===== config.mk =====
export PLATFORM = sky130hd
export DESIGN_NAME = stage1_fetch_flat
export DESIGN_NICKNAME = d
export VERILOG_FILES = /design/src/rtl/stage1_fetch_pkg.sv /design/src/rtl/stage1_fetch_if.sv /design/src/rtl/stage1_fetch_pc_reg.sv /design/src/rtl/stage1_fetch.sv /design/src/flat_wrapper.sv
export SDC_FILE = /design/constraint.sdc
export NUM_CORES = 1
export LEC_CHECK = 0
export BUFFER_PORTS_ARGS = -buffer_cell sky130_fd_sc_hd__buf_2
export CORE_UTILIZATION = 49
export DETAILED_ROUTE_END_ITERATION = 8
export GPL_TIMING_DRIVEN = 1
export PLACE_DENSITY_LB_ADDON = 0.12
export SLEW_MARGIN = 30
export SYNTH_ARGS = -nofsm -noshare
export SYNTH_HDL_FRONTEND = slang
export SYNTH_SLANG_ARGS = --single-unit

===== constraint.sdc =====
create_clock -name CLK -period 2.7 [get_ports CLK]
set_clock_uncertainty 0.1 [all_clocks]
set_input_delay 0.27 -clock CLK [delete_from_list [all_inputs] [get_ports CLK]]
set_output_delay 0.27 -clock CLK [all_outputs]
set_load 0.05 [all_outputs]

===== src/rtl/stage1_fetch_pkg.sv =====
// rtl/stage1_fetch_pkg.sv - shared datapath constants and fetch FSM encoding
package stage1_fetch_pkg;

   localparam int                DATA_W       = 16;
   localparam logic [DATA_W-1:0] RESET_PC_DEF = 16'h0000;
   localparam int                PC_INC_DEF   = 2;

   // Memory-mapped I/O words, decoded by stage 2 and later stages
   localparam logic [DATA_W-1:0] IO_ADDR_IN   = 16'h3FFC;
   localparam logic [DATA_W-1:0] IO_ADDR_OUT  = 16'h3FFE;

   typedef enum logic [1:0] {
      ST_ISSUE = 2'd0,
      ST_LATCH = 2'd1,
      ST_HOLD  = 2'd2
   } fetch_state_e;

endpackage


===== src/rtl/stage1_fetch_if.sv =====
// rtl/stage1_fetch_if.sv - memory port, instruction handshake and redirect bundle of the fetch stage
interface stage1_fetch_if #(
   parameter int WIDTH = stage1_fetch_pkg::DATA_W
);

   logic [WIDTH-1:0] mem_addr;
   logic             mem_re;
   logic [WIDTH-1:0] mem_data;
   logic             instr_valid;
   logic             instr_ack;
   logic [WIDTH-1:0] ir_out;
   logic [WIDTH-1:0] oldpc_out;
   logic [WIDTH-1:0] pc_out;
   logic             redirect_valid;
   logic [WIDTH-1:0] redirect_pc;
   logic [WIDTH-1:0] fetch_count;

   modport master (
      output mem_addr, mem_re, instr_valid, ir_out, oldpc_out, pc_out, fetch_count,
      input  mem_data, instr_ack, redirect_valid, redirect_pc
   );

   modport slave (
      input  mem_addr, mem_re, instr_valid, ir_out, oldpc_out, pc_out, fetch_count,
      output mem_data, instr_ack, redirect_valid, redirect_pc
   );

endinterface


===== src/rtl/stage1_fetch_pc_reg.sv =====
// rtl/stage1_fetch_pc_reg.sv - program counter with load/increment and asynchronous reset
module stage1_fetch_pc_reg
   import stage1_fetch_pkg::*;
#(
   parameter int               WIDTH    = DATA_W,
   parameter logic [WIDTH-1:0] RESET_PC = RESET_PC_DEF,
   parameter int               PC_INC   = PC_INC_DEF
) (
   input  logic             CLK,
   input  logic             reset,
   input  logic             load_i,
   input  logic [WIDTH-1:0] load_val_i,
   input  logic             inc_i,
   output logic [WIDTH-1:0] pc_o
);

   localparam logic [WIDTH-1:0] INC = WIDTH'(PC_INC);

   logic [WIDTH-1:0] pc_q;
   logic [WIDTH-1:0] pc_d;

   // Load wins over increment; the increment wraps silently at the top of the address space
   always_comb begin
      pc_d = pc_q;
      if (load_i) begin
         pc_d = load_val_i;
      end else if (inc_i) begin
         pc_d = pc_q + INC;
      end
   end

   always_ff @(posedge CLK or posedge reset) begin
      if (reset) begin
         pc_q <= RESET_PC;
      end else begin
         pc_q <= pc_d;
      end
   end

   assign pc_o = pc_q;

endmodule


===== src/rtl/stage1_fetch.sv =====
// rtl/stage1_fetch.sv - instruction fetch stage: PC/old-PC/IR, memory read issue, valid/ack delivery, redirects
module stage1_fetch
   import stage1_fetch_pkg::*;
#(
   parameter int               WIDTH    = DATA_W,
   parameter logic [WIDTH-1:0] RESET_PC = RESET_PC_DEF,
   parameter int               PC_INC   = PC_INC_DEF
) (
   input  logic           CLK,
   input  logic           reset,
   stage1_fetch_if.master bus
);

   localparam logic [WIDTH-1:0] ONE = WIDTH'(1);

   fetch_state_e     state_q, state_d;
   logic [WIDTH-1:0] ir_q, ir_d;
   logic [WIDTH-1:0] oldpc_q, oldpc_d;
   logic [WIDTH-1:0] fcnt_q, fcnt_d;
   logic [WIDTH-1:0] pc_q;
   logic             pc_inc;

   stage1_fetch_pc_reg #(
      .WIDTH    (WIDTH),
      .RESET_PC (RESET_PC),
      .PC_INC   (PC_INC)
   ) u_pc_reg (
      .CLK        (CLK),
      .reset      (reset),
      .load_i     (bus.redirect_valid),
      .load_val_i (bus.redirect_pc),
      .inc_i      (pc_inc),
      .pc_o       (pc_q)
   );

   always_comb begin
      state_d = state_q;
      ir_d    = ir_q;
      oldpc_d = oldpc_q;
      fcnt_d  = fcnt_q;
      pc_inc  = 1'b0;
      case (state_q)
         ST_ISSUE: state_d = ST_LATCH;
         ST_LATCH: begin
            state_d = ST_HOLD;
            ir_d    = bus.mem_data;
            oldpc_d = pc_q;
            fcnt_d  = fcnt_q + ONE;
            pc_inc  = 1'b1;
         end
         ST_HOLD: begin
            if (bus.instr_ack) begin
               state_d = ST_ISSUE;
            end
         end
         default: state_d = ST_ISSUE;
      endcase
      // A redirect drops any word being latched and restarts fetch from the new PC
      if (bus.redirect_valid) begin
         state_d = ST_ISSUE;
         ir_d    = ir_q;
         oldpc_d = oldpc_q;
         fcnt_d  = fcnt_q;
         pc_inc  = 1'b0;
      end
   end

   always_ff @(posedge CLK or posedge reset) begin
      if (reset) begin
         state_q <= ST_ISSUE;
         ir_q    <= '0;
         oldpc_q <= '0;
         fcnt_q  <= '0;
      end else begin
         state_q <= state_d;
         ir_q    <= ir_d;
         oldpc_q <= oldpc_d;
         fcnt_q  <= fcnt_d;
      end
   end

   // Read request is masked while reset is held so no fetch leaks out of the ISSUE reset state
   assign bus.mem_addr    = pc_q;
   assign bus.mem_re      = (state_q == ST_ISSUE) && !reset;
   assign bus.instr_valid = (state_q == ST_HOLD);
   assign bus.ir_out      = ir_q;
   assign bus.oldpc_out   = oldpc_q;
   assign bus.pc_out      = pc_q;
   assign bus.fetch_count = fcnt_q;

endmodule

===== src/flat_wrapper.sv =====
// flat-port wrapper written by rule: the top's interface ports become plain ports
module stage1_fetch_flat import stage1_fetch_pkg::*;
#(
   parameter int               WIDTH    = DATA_W,
   parameter logic [WIDTH-1:0] RESET_PC = RESET_PC_DEF,
   parameter int               PC_INC   = PC_INC_DEF
)
  (CLK, reset, bus_mem_addr, bus_mem_re, bus_instr_valid, bus_ir_out, bus_oldpc_out, bus_pc_out, bus_fetch_count, bus_mem_data, bus_instr_ack, bus_redirect_valid, bus_redirect_pc);
  stage1_fetch_if #(.WIDTH(WIDTH)) bus_i ();
  input  logic CLK;
  input  logic reset;
  output wire logic [$bits(bus_i.mem_addr)-1:0] bus_mem_addr;
  output wire logic [$bits(bus_i.mem_re)-1:0] bus_mem_re;
  output wire logic [$bits(bus_i.instr_valid)-1:0] bus_instr_valid;
  output wire logic [$bits(bus_i.ir_out)-1:0] bus_ir_out;
  output wire logic [$bits(bus_i.oldpc_out)-1:0] bus_oldpc_out;
  output wire logic [$bits(bus_i.pc_out)-1:0] bus_pc_out;
  output wire logic [$bits(bus_i.fetch_count)-1:0] bus_fetch_count;
  input wire logic [$bits(bus_i.mem_data)-1:0] bus_mem_data;
  input wire logic [$bits(bus_i.instr_ack)-1:0] bus_instr_ack;
  input wire logic [$bits(bus_i.redirect_valid)-1:0] bus_redirect_valid;
  input wire logic [$bits(bus_i.redirect_pc)-1:0] bus_redirect_pc;
  assign bus_mem_addr = bus_i.mem_addr;
  assign bus_mem_re = bus_i.mem_re;
  assign bus_instr_valid = bus_i.instr_valid;
  assign bus_ir_out = bus_i.ir_out;
  assign bus_oldpc_out = bus_i.oldpc_out;
  assign bus_pc_out = bus_i.pc_out;
  assign bus_fetch_count = bus_i.fetch_count;
  assign bus_i.mem_data = bus_mem_data;
  assign bus_i.instr_ack = bus_instr_ack;
  assign bus_i.redirect_valid = bus_redirect_valid;
  assign bus_i.redirect_pc = bus_redirect_pc;
  stage1_fetch #(.WIDTH(WIDTH), .RESET_PC(RESET_PC), .PC_INC(PC_INC)) u_core (.CLK(CLK), .reset(reset), .bus(bus_i));
endmodule

==> flow_metrics.py, run 1 <==
metrics = {
    "clock_tree": {
        "cts_root_buffer": "clkbuf_8",
        "cts.sinks": 66,
        "clkTransAtPathRegs_ps": 80,
        "clkLatencyLatePin_ps": 340,
        "ctsHoldBuffers": 1,
        "post_cts_resized": 0,
        "cts_buffers": 9,
        "cts_tree": "yes",
        "cts-htree-levels": 3,
        "clockBufferDepth": 2,
        "cts_setup_buffers": 0,
    },
    "logic_synthesis": {
        "synth-edff-count": 0,
        "synth_top_cell_by_area": "dfrtp_1",
        "syn-num-nets": 285,
        "synthFlopType": "dfrtp_1",
        "yosysUniqueCellTypes": 30,
        "synth_top_area_share_pct": 54.8,
        "syn_area_per_cell_um2": 12.2,
        "syn_area_mm2": 0.00302,
        "ys_top_cells_by_area": "dfrtp_1 (55%), mux2_2 (13%), xnor2_1 (5.2%), buf_4 (4.0%), nand2_1 (2.9%)",
        "ys_warn_count": 0,
        "synth_cells": 247,
        "yosys_register_bits": 66,
        "async_flop_share_pct": 100,
        "yosysSeqAreaShare_pct": 54.8,
    },
    "drt": {
        "drc": 0,
        "drt_iter0_markers": 85,
        "ant_nets": 0,
        "dr.pass1.iters": 4,
        "wirelength_um": 6190,
        "wire_per_inst_um": 14.3,
        "avgViaCountPerCell": 5.06,
        "vias": 2197,
    },
    "floorplanning": {
        "core_region_area_mm2": 0.00592,
        "die_area_mm2": 0.00647,
        "die_w_um": 80.4,
        "num_rows": 28,
        "die_y_um": 80.4,
        "ios": 118,
        "start_util_pct": 50.9,
    },
    "setup_path": {
        "cp_top_family": "simple AND/OR/NAND/NOR gates",
        "worst_path_largest_cell_delay_ps": 450,
        "crit_arrival_ps": 2060,
        "crit_path_top_delay_cell": "dfrtp_1",
        "start_kind": "register",
        "end_kind": "register",
        "path_class": "register to register",
        "cp.required_ps": 2810,
        "crit_buf_inv": 1,
        "crit_chain": "nand2b_1, nor2_4, buf_4, mux2_2",
        "crit_fanout": 26,
    },
    "power_and_ir_drop": {
        "powerDensity_mw_per_mm2": 1010,
        "power_uw": 3830,
        "p_leak_uw": 0.00187,
        "vdd_drop_max_mv": 0.573,
    },
    "timing": {
        "rsz0062_at_grt": "no",
        "max_slew_margin_pct": 52.4,
        "min_period_ps": 1950,
        "drv_slew": 0,
        "min_period_over_period_pct": 72.2,
        "max_freq_mhz": 513,
        "worst-slew-pin-transition_ps": 712,
        "setup_viol": 0,
        "hold_viol": 0,
        "setup_tns_ps": 0,
    },
    "global_routing": {
        "grt_use_met1_pct": 26.4,
        "grt_usage_pct": 20.0,
        "met2_usage_pct": 31.1,
        "grt_use_met3_pct": 4.20,
        "grt_pass1_vias": 2061,
        "grt_overflow_total": 0,
        "antenna_found_initial": 0,
        "grt_pass1_wl_um": 9630,
        "busiest_layer": "met2",
        "grt_max_degree": 38,
    },
    "placed_design": {
        "place.gp.congestion": 0.738,
        "port_buffers": 117,
        "dp_hpwl_um": 4380,
    },
    "final_layout": {
        "finalNetCount": 392,
        "n_fill_cell": 501,
        "drive_gt1_share_pct": 49.6,
        "syn_to_final_growth_pct": 26.2,
        "antenna_cells": 0,
    },
    "run": {
        "drv_cap": 0,
    },
    "worst_hold_path": {
        "hp-class": "input pin to register",
    },
    "status": {
        "status": "finished, final reports clean",
    },
}
## report_power, final
part / switching [uW] / leakage, uW / internal, uW / total [uW]
Combinational: 1120 / 0.000940 / 380 / 1500
Clock: 371 / 0.000117 / 571 / 943
Sequential: 173 / 0.000813 / 1210 / 1380
Total: 1670 / 0.00187 / 2160 / 3830
## metrics by stage
step	std cells	util (%)	hold WS, ps	setup WS (ps)	instance area, um^2
after CTS	434	64.3	32.5	718	3800
after detailed placement	417	60.2	344	691	3570
after floorplan	247	-	291	641	3020
final	434	64.3	38.0	750	3800
after global routing	434	64.3	53.5	616	3800
after global placement	417	60.2	335	742	3570
## synth_stat cells (all sizes together) (5+ instances only)
master	count
dfrtp	66
mux2	35
nand2	23
buf	21
xnor2	18
o21ai	12
nand3	11
xor2	9
nor3	7
nor4	6
and3	5
nand4	5
nor2	5
## routing by layer
layer,up-vias,wire (um)
li1,1053,-
met1,1057,2790
met2,75,2950
met3,12,336
met4,0,112
met5,-,0
## flip-flops by register name, indices dropped and copies added, names as in the netlist
register and cells:
u_core.state_q 2, u_core.bus.fetch_count 16, u_core.bus.oldpc_out 16, u_core.bus.ir_out 16, u_core.u_pc_reg.pc_o 16
## worst register-to-register path: cells and delay by family, from the launching register on
kind | cells | cell delay, ps
and+or+nand+nor | 2 | 500
DFF | 1 | 450
muxes | 1 | 400
buffers and inverters | 1 | 390
## path summary, 6_finish.rpt
path / start / endpoint / slack, ps / depth (start not counted)
max: u_core.state_q[1] / u_core.bus.ir_out[8] / 750 / 4
min: bus_redirect_pc[4] / u_core.u_pc_reg.pc_o[4] / 40 / 3
max reg2reg: u_core.state_q[1] / u_core.bus.ir_out[8] / 750 / 4
min reg2reg: u_core.bus.fetch_count[15] / u_core.bus.fetch_count[15] / 380 / 1
max in group asynchronous: reset / u_core.state_q[1] / 1340 / 4
min in group asynchronous: reset / u_core.bus.oldpc_out[1] / 520 / 3
## kinds of logic (layout without fill, tap and decap cells)
logic type | Yosys count | after routing | share of synthesized area [%]
AO/OA/AOI/OAI | 15 | 15 | 2.66
XOR/XNOR | 27 | 27 | 7.84
adder cells (fa/ha/maj) | 2 | 2 | 0.830
buffers and inverters | 27 | 139 | 5.56
flip-flops | 66 | 66 | 54.8
multiplexers | 38 | 38 | 14.1
AND/OR/NAND/NOR | 72 | 72 | 14.3
## layout by cell type (no fill, tap or decap), drive strengths merged
cell         Yosys  routed
and4bb           1       1
ha               2       2
nor2b            4       4
xnor2           18      18
dlygate4sd3      0       1
and3             5       5
nor4             6       6
a22oi            2       2
clkinv           0       2
nor2             5       5
o21ai           12      12
nand3b           1       1
mux2i            3       3
nand3           11      11
nand4b           1       1
nand4bb          1       1
dfrtp           66      66
nand2b           2       2
bufinv           0       2
nand2           23      23
buf             21     119
inv              3       3
nand4            5       5
xor2             9       9
clkbuf           3      12
nor3             7       7
mux2            35      35
a21oi            1       1
## layout make-up
| class | instances | area [um^2] | area share (%) |
|---|---|---|---|
| tap | 75 | 93.8 | 2.47 |
| sequential | 66 | 1650 | 43.4 |
| inverter | 3 | 11.3 | 0.296 |
| clock buffer | 12 | 155 | 4.08 |
| timing repair buffer | 120 | 623 | 16.4 |
| clock inverter | 4 | 73.8 | 1.94 |
| multi-input combinational | 154 | 1200 | 31.4 |
No activity file was read; power rests on OpenSTA's default activity.
==> run 2, diff against run 1 <==
- ABC_AREA: default -> 1
- CORE_UTILIZATION: 49 -> 50
- clock period: 2.7 -> 1.86 ns (I/O delays scaled with it)
==> run 2 against run 1 <==
Against the previous run: non-clock buffer count grew 31; clock-buffer cell count shrank 2; global-route usage up 3.8 points; hold slack got worse by 15 ps; area after synthesis up 9.3%; flip-flop and latch count unchanged; clock power grew 31%; largest power group unchanged.
==> flow_metrics.py, run 2 <==
metrics = {
    "timing": {
        "drv_slew": 0,
        "hold_slack_ps": 23.1,
        "max_slew_margin_pct": 73.8,
        "worst-slew-pin-transition_ps": 392,
        "max_freq_mhz": 622,
        "setup_viol": 0,
        "setup_tns_ps": 0,
        "hold_viol": 0,
        "min_period_ps": 1610,
        "min_period_over_period_pct": 86.5,
        "rsz0062_at_grt": "no",
    },
    "clock_tree": {
        "cts_root_buffer": "clkbuf_8",
        "cts.sinks": 66,
        "cts_setup_buffers": 0,
        "clockBufferDepth": 2,
        "cts-htree-levels": 3,
        "cts_buffers": 9,
        "cts_tree": "yes",
        "clkLatencyLatePin_ps": 340,
        "clkTransAtPathRegs_ps": 80,
    },
    "power_and_ir_drop": {
        "powerDensity_mw_per_mm2": 1270,
        "p_leak_uw": 0.00236,
        "vdd_drop_max_mv": 1.12,
    },
    "run": {
        "drv_cap": 0,
    },
    "logic_synthesis": {
        "yosysMostFrequentCell": "nand2_1",
        "syn_area_per_cell_um2": 8.10,
        "ys_warn_count": 0,
        "syn-num-nets": 445,
        "synth_top_area_share_pct": 50.1,
        "ys_top_cells_by_area": "dfrtp_1 (50%), nand2_1 (18%), nor2_1 (3.8%), nand3_1 (3.6%), buf_4 (3.6%)",
        "synthFlopType": "dfrtp_1",
        "yosys_register_bits": 66,
        "async_flop_share_pct": 100,
        "synth-edff-count": 0,
        "yosysSeqAreaShare_pct": 50.1,
        "yosys-top-cells-count": "nand2_1 (158), dfrtp_1 (66), nor2_1 (33)",
        "synth_top_cell_by_area": "dfrtp_1",
        "yosysUniqueCellTypes": 30,
        "syn_area_mm2": 0.00330,
        "synth_cells": 407,
    },
    "setup_path": {
        "crit_path_top_delay_cell": "dfrtp_1",
        "crit_buf_inv": 2,
        "worst_path_largest_cell_delay_ps": 430,
        "cp.required_ps": 1990,
        "crit_fanout": 17,
        "end_kind": "register",
        "crit_chain": "inv_2, nor2_2, nand2_2, nor2_4, nand3_1, xor2_1, inv_1",
        "cp_top_family": "simple AND/OR/NAND/NOR gates",
        "start_kind": "register",
        "crit_arrival_ps": 1740,
        "path_class": "register to register",
    },
    "floorplanning": {
        "core_region_area_mm2": 0.00635,
        "ios": 118,
        "die_y_um": 83.2,
        "num_rows": 29,
        "start_util_pct": 51.9,
        "die_area_mm2": 0.00692,
        "die_w_um": 83.2,
    },
    "final_layout": {
        "finalNetCount": 580,
        "layout_common_cells": "nand2_1 (158), buf_2 (117), dfrtp_1 (66), nor2_1 (33), inv_1 (29)",
        "final_common_cell": "nand2_1",
        "syn_to_final_growth_pct": 31.8,
        "drive_gt1_share_pct": 28.9,
        "antenna_cells": 0,
    },
    "placed_design": {
        "dp_hpwl_um": 5340,
        "place.gp.congestion": 0.845,
        "port_buffers": 117,
    },
    "global_routing": {
        "grt_overflow_total": 0,
        "antenna_found_initial": 0,
        "grt_pass1_wl_um": 13200,
        "grt_max_degree": 43,
        "grt_pass1_vias": 2930,
        "grt_usage_pct": 23.8,
    },
    "drt": {
        "ant_nets": 0,
        "wire_per_inst_um": 12.8,
        "wirelength_um": 7960,
        "avgViaCountPerCell": 4.86,
        "drc": 0,
        "drt_iter0_markers": 125,
        "vias": 3031,
        "dr.pass1.iters": 5,
    },
    "status": {
        "status": "finished, final reports clean",
    },
    "worst_hold_path": {
        "hp-class": "input pin to register",
    },
}
-- run 2: cell count changes after synthesis, sizes merged, moves of 6 or more --
cell | before | now
mux2 | 35 | 0
xnor2 | 18 | 4
nand3 | 11 | 24
nor2 | 5 | 41
inv | 3 | 33
nand2 | 23 | 162
nor4 | 6 | 0
-- run 2: cells by family after synthesis --
kind of cell               Yosys count  synth area share [%]
AOI/OAI and AO/OA                   26                  4.59
xor gates and xnor gates            13                  3.68
adders and majority gates            2                 0.759
buffers and inverters               60                  9.79
DFF                                 66                  50.1
and+or+nand+nor                    240                  31.1
-- run 2: through the flow --
stage / area (um^2) / setup slack (ps) / total power (uW) / util, % / std cells
after floorplan: 3300 / 5.18 / 3770 / - / 407
after global placement: 3870 / 310 / 4220 / 61.0 / 581
after detailed placement: 3870 / 238 / 4240 / 61.0 / 581
after CTS: 4350 / 233 / 5530 / 68.5 / 624
after global routing: 4350 / 109 / 5760 / 68.5 / 624
final: 4350 / 252 / 5500 / 68.5 / 624
-- run 2: final cells by class --
type,instances,area (um^2)
fillers,554,2000
flip-flops and latches,66,1650
multi-input cells,281,1320
repair buffers,151,946
clock buffers,10,138
inverters,33,128
well taps,77,96.3
clock inverters,6,65.1
-- run 2: report_power, final --
group	total [uW]	internal, uW	switching (uW)
Sequential	1990	1740	252
Combinational	2280	523	1750
Clock	1240	658	580
-- run 2: worst paths after layout --
| check | from | end | slack, ps | depth (start not counted) |
|---|---|---|---|---|
| worst max-delay path | u_core.state_q[0] | u_core.bus.fetch_count[12] | 250 | 7 |
| worst min-delay path | bus_redirect_pc[7] | u_core.u_pc_reg.pc_o[7] | 20 | 3 |
| worst max register to register | u_core.state_q[0] | u_core.bus.fetch_count[12] | 250 | 7 |
| worst min register to register | u_core.bus.oldpc_out[7] | u_core.bus.oldpc_out[7] | 370 | 2 |
| max in group asynchronous | reset | u_core.bus.oldpc_out[6] | 1070 | 4 |
| min in group asynchronous | reset | u_core.bus.ir_out[3] | 350 | 4 |
-- run 2: worst register-to-register path: stages (launching register included) --
cell	delay, ps
dfrtp_1	430
inv_2	50
nor2_2	140
nand2_2	270
nor2_4	220
nand3_1	110
xor2_1	140
inv_1	50
-- run 2: metal layers --
layer	vias up	part of all wire [%]	wire, um	global-route usage [%]
li1	1527	-	-	-
met1	1387	44	3490	30.7
met2	96	49	3880	38.9
met3	21	4.7	376	3.78
met4	0	2.6	207	12.4
met5	-	0	0	0
-- run 2: timing repair --
action | in CTS | in global routing
hold endpoints to repair | 92 | 0
hold buffers | 27 | 0
gates resized for setup | 0 | 0
setup endpoints to repair | 0 | 0
==> run 3, diff against run 2 <==
- CAP_MARGIN: default -> 40
- clock period: 1.86 -> 1.8 ns (I/O delays scaled with it)
==> run 3 against run 2 <==
Against the previous run: final area rose by 0.86%; utilization rose by 0.59 points; first-iteration DRC count fell by 8.8%; clock-buffer cell count did not move; global-route usage rose by 0.074 points; combinational power rose by 4%; flip-flop and latch count did not move; sequential share of layout area fell by 0.27 points; hold slack improved by 21 ps; sequential power rose by 4%; final cell count rose by 0.16%; largest cell class unchanged.
==> flow_metrics.py, run 3 (same netlist as run 2, synthesis figures left out) <==
metrics = {
    "global_routing": {
        "antenna_found_initial": 0,
        "grt_usage_pct": 23.9,
        "grt_pass1_vias": 2815,
        "grt_max_degree": 49,
        "grt_use_met3_pct": 5.86,
        "busiest_layer": "met2",
        "grt_overflow_total": 0,
        "met2_usage_pct": 39.9,
        "grt_use_met1_pct": 29.3,
        "grt_pass1_wl_um": 13000,
    },
    "setup_path": {
        "end_kind": "register",
        "crit_chain": "ha_1, nand3_1, nor2_4, nand3b_1, o21ai_0, nand3b_1",
        "crit_arrival_ps": 1730,
        "cp.required_ps": 1920,
        "path_class": "register to register",
        "crit_path_top_delay_cell": "dfrtp_2",
        "crit_fanout": 7,
        "cpMostUsedCell": "nand3b_1",
        "worst_path_largest_cell_delay_ps": 410,
        "start_kind": "register",
    },
    "timing": {
        "min_period_ps": 1600,
        "setup_viol": 0,
        "hold_slack_ps": 44.3,
        "min_period_over_period_pct": 89.1,
        "setup_ws_ps": 196,
        "setup_tns_ps": 0,
        "worst-slew-pin-transition_ps": 446,
        "max_freq_mhz": 623,
        "drv_slew": 0,
        "rsz0062_at_grt": "no",
        "max_slew_margin_pct": 70.2,
        "hold_viol": 0,
    },
    "floorplanning": {
        "ios": 118,
        "num_rows": 29,
        "die_y_um": 83.2,
        "start_util_pct": 51.9,
        "core_region_area_mm2": 0.00635,
        "die_w_um": 83.2,
        "die_area_mm2": 0.00692,
    },
    "final_layout": {
        "n_fill_cell": 521,
        "antenna_cells": 0,
        "finalNetCount": 581,
        "final_common_cell": "nand2_1",
        "layout_common_cells": "nand2_1 (158), buf_2 (117), dfrtp_1 (64), nor2_1 (33)",
        "syn_to_final_growth_pct": 33.0,
        "drive_gt1_share_pct": 29.2,
        "utilization_pct": 69.0,
    },
    "run": {
        "drv_cap": 0,
    },
    "drt": {
        "wire_per_inst_um": 12.7,
        "drc": 0,
        "ant_nets": 0,
        "vias": 3045,
        "dr.pass1.iters": 4,
        "wirelength_um": 7940,
        "drt_iter0_markers": 114,
        "avgViaCountPerCell": 4.87,
    },
    "clock_tree": {
        "cts_tree": "yes",
        "clkLatencyLatePin_ps": 350,
        "clockBufferDepth": 2,
        "cts_root_buffer": "clkbuf_8",
        "cts_buffers": 9,
        "cts.sinks": 66,
        "cts-htree-levels": 3,
        "clkTransAtPathRegs_ps": 80,
    },
    "power_and_ir_drop": {
        "powerDensity_mw_per_mm2": 1340,
        "p_leak_uw": 0.00238,
        "power_uw": 5880,
        "vdd_drop_max_mv": 1.16,
    },
    "placed_design": {
        "place.gp.congestion": 0.830,
        "dp_hpwl_um": 5390,
        "port_buffers": 117,
        "pre_cts_slack_ps": 225,
    },
    "worst_hold_path": {
        "hp-class": "input pin to register",
    },
    "status": {
        "status": "finished, final reports clean",
    },
}
==> run 3: changes by cell type in the layout (fill, tap and decap cells not counted), sizes merged <==
cell         before  now
clkinv            3    1
dlygate4sd3      27   29
inv              33   35
buf             124  123
bufinv            1    2
clkinvlp          2    1
==> run 3: cell type report <==
class                   count  area (um^2)  share of cell area [%]
well taps                  77         96.3                    2.20
flip-flops and latches     66         1650                    37.7
clock buffers              10          138                    3.14
inverters                  33          128                    2.91
multi-input cells         281         1330                    30.3
clock inverters             6         95.1                    2.17
repair buffers            152          946                    21.6
==> run 3: repair_timing <==
item | 4_1_cts | 5_1_grt
endpoints found under the hold margin | 46 | 0
setup buffers | 0 | 0
hold buffers | 29 | 0
endpoints found under the setup margin | 0 | 0
gates resized for setup | 0 | 0
==> run 3: through the flow <==
step,cells,cell area [um^2]
floorplan,407,3310
global placement,580,3860
detailed placement,580,3860
CTS,625,4380
global route,625,4380
finish,625,4380
==> run 3: final timing paths <==
kind / startpoint / to / slack [ps] / cells past startpoint
max: u_core.u_pc_reg.pc_o[1] / u_core.u_pc_reg.pc_o[13] / 200 / 6
min: bus_redirect_pc[8] / u_core.u_pc_reg.pc_o[8] / 40 / 5
max reg2reg: u_core.u_pc_reg.pc_o[1] / u_core.u_pc_reg.pc_o[13] / 200 / 6
min reg2reg: u_core.bus.oldpc_out[5] / u_core.bus.oldpc_out[5] / 380 / 2
max in group asynchronous: reset / u_core.bus.fetch_count[14] / 710 / 4
min in group asynchronous: reset / u_core.bus.ir_out[13] / 320 / 3
==> run 3: power breakdown <==
part,internal [uW],switching [uW]
clock network,835,625
registers,1790,265
logic,543,1820
total,3170,2710
==> run 3: worst max-delay path, delay by kind of cell (launching register included) <==
family / cells / cell delay (ps)
compound gates: 1 / 190
simple gates: 4 / 600
fa+ha+maj: 1 / 190
flops: 1 / 410
==> run 3: metal layers <==
layer | part of all wire (%) | vias to the layer above
li1 | - | 1530
met4 | 2.7 | 0
met5 | 0 | -
met3 | 4.8 | 19
met1 | 43 | 1406
met2 | 49 | 90
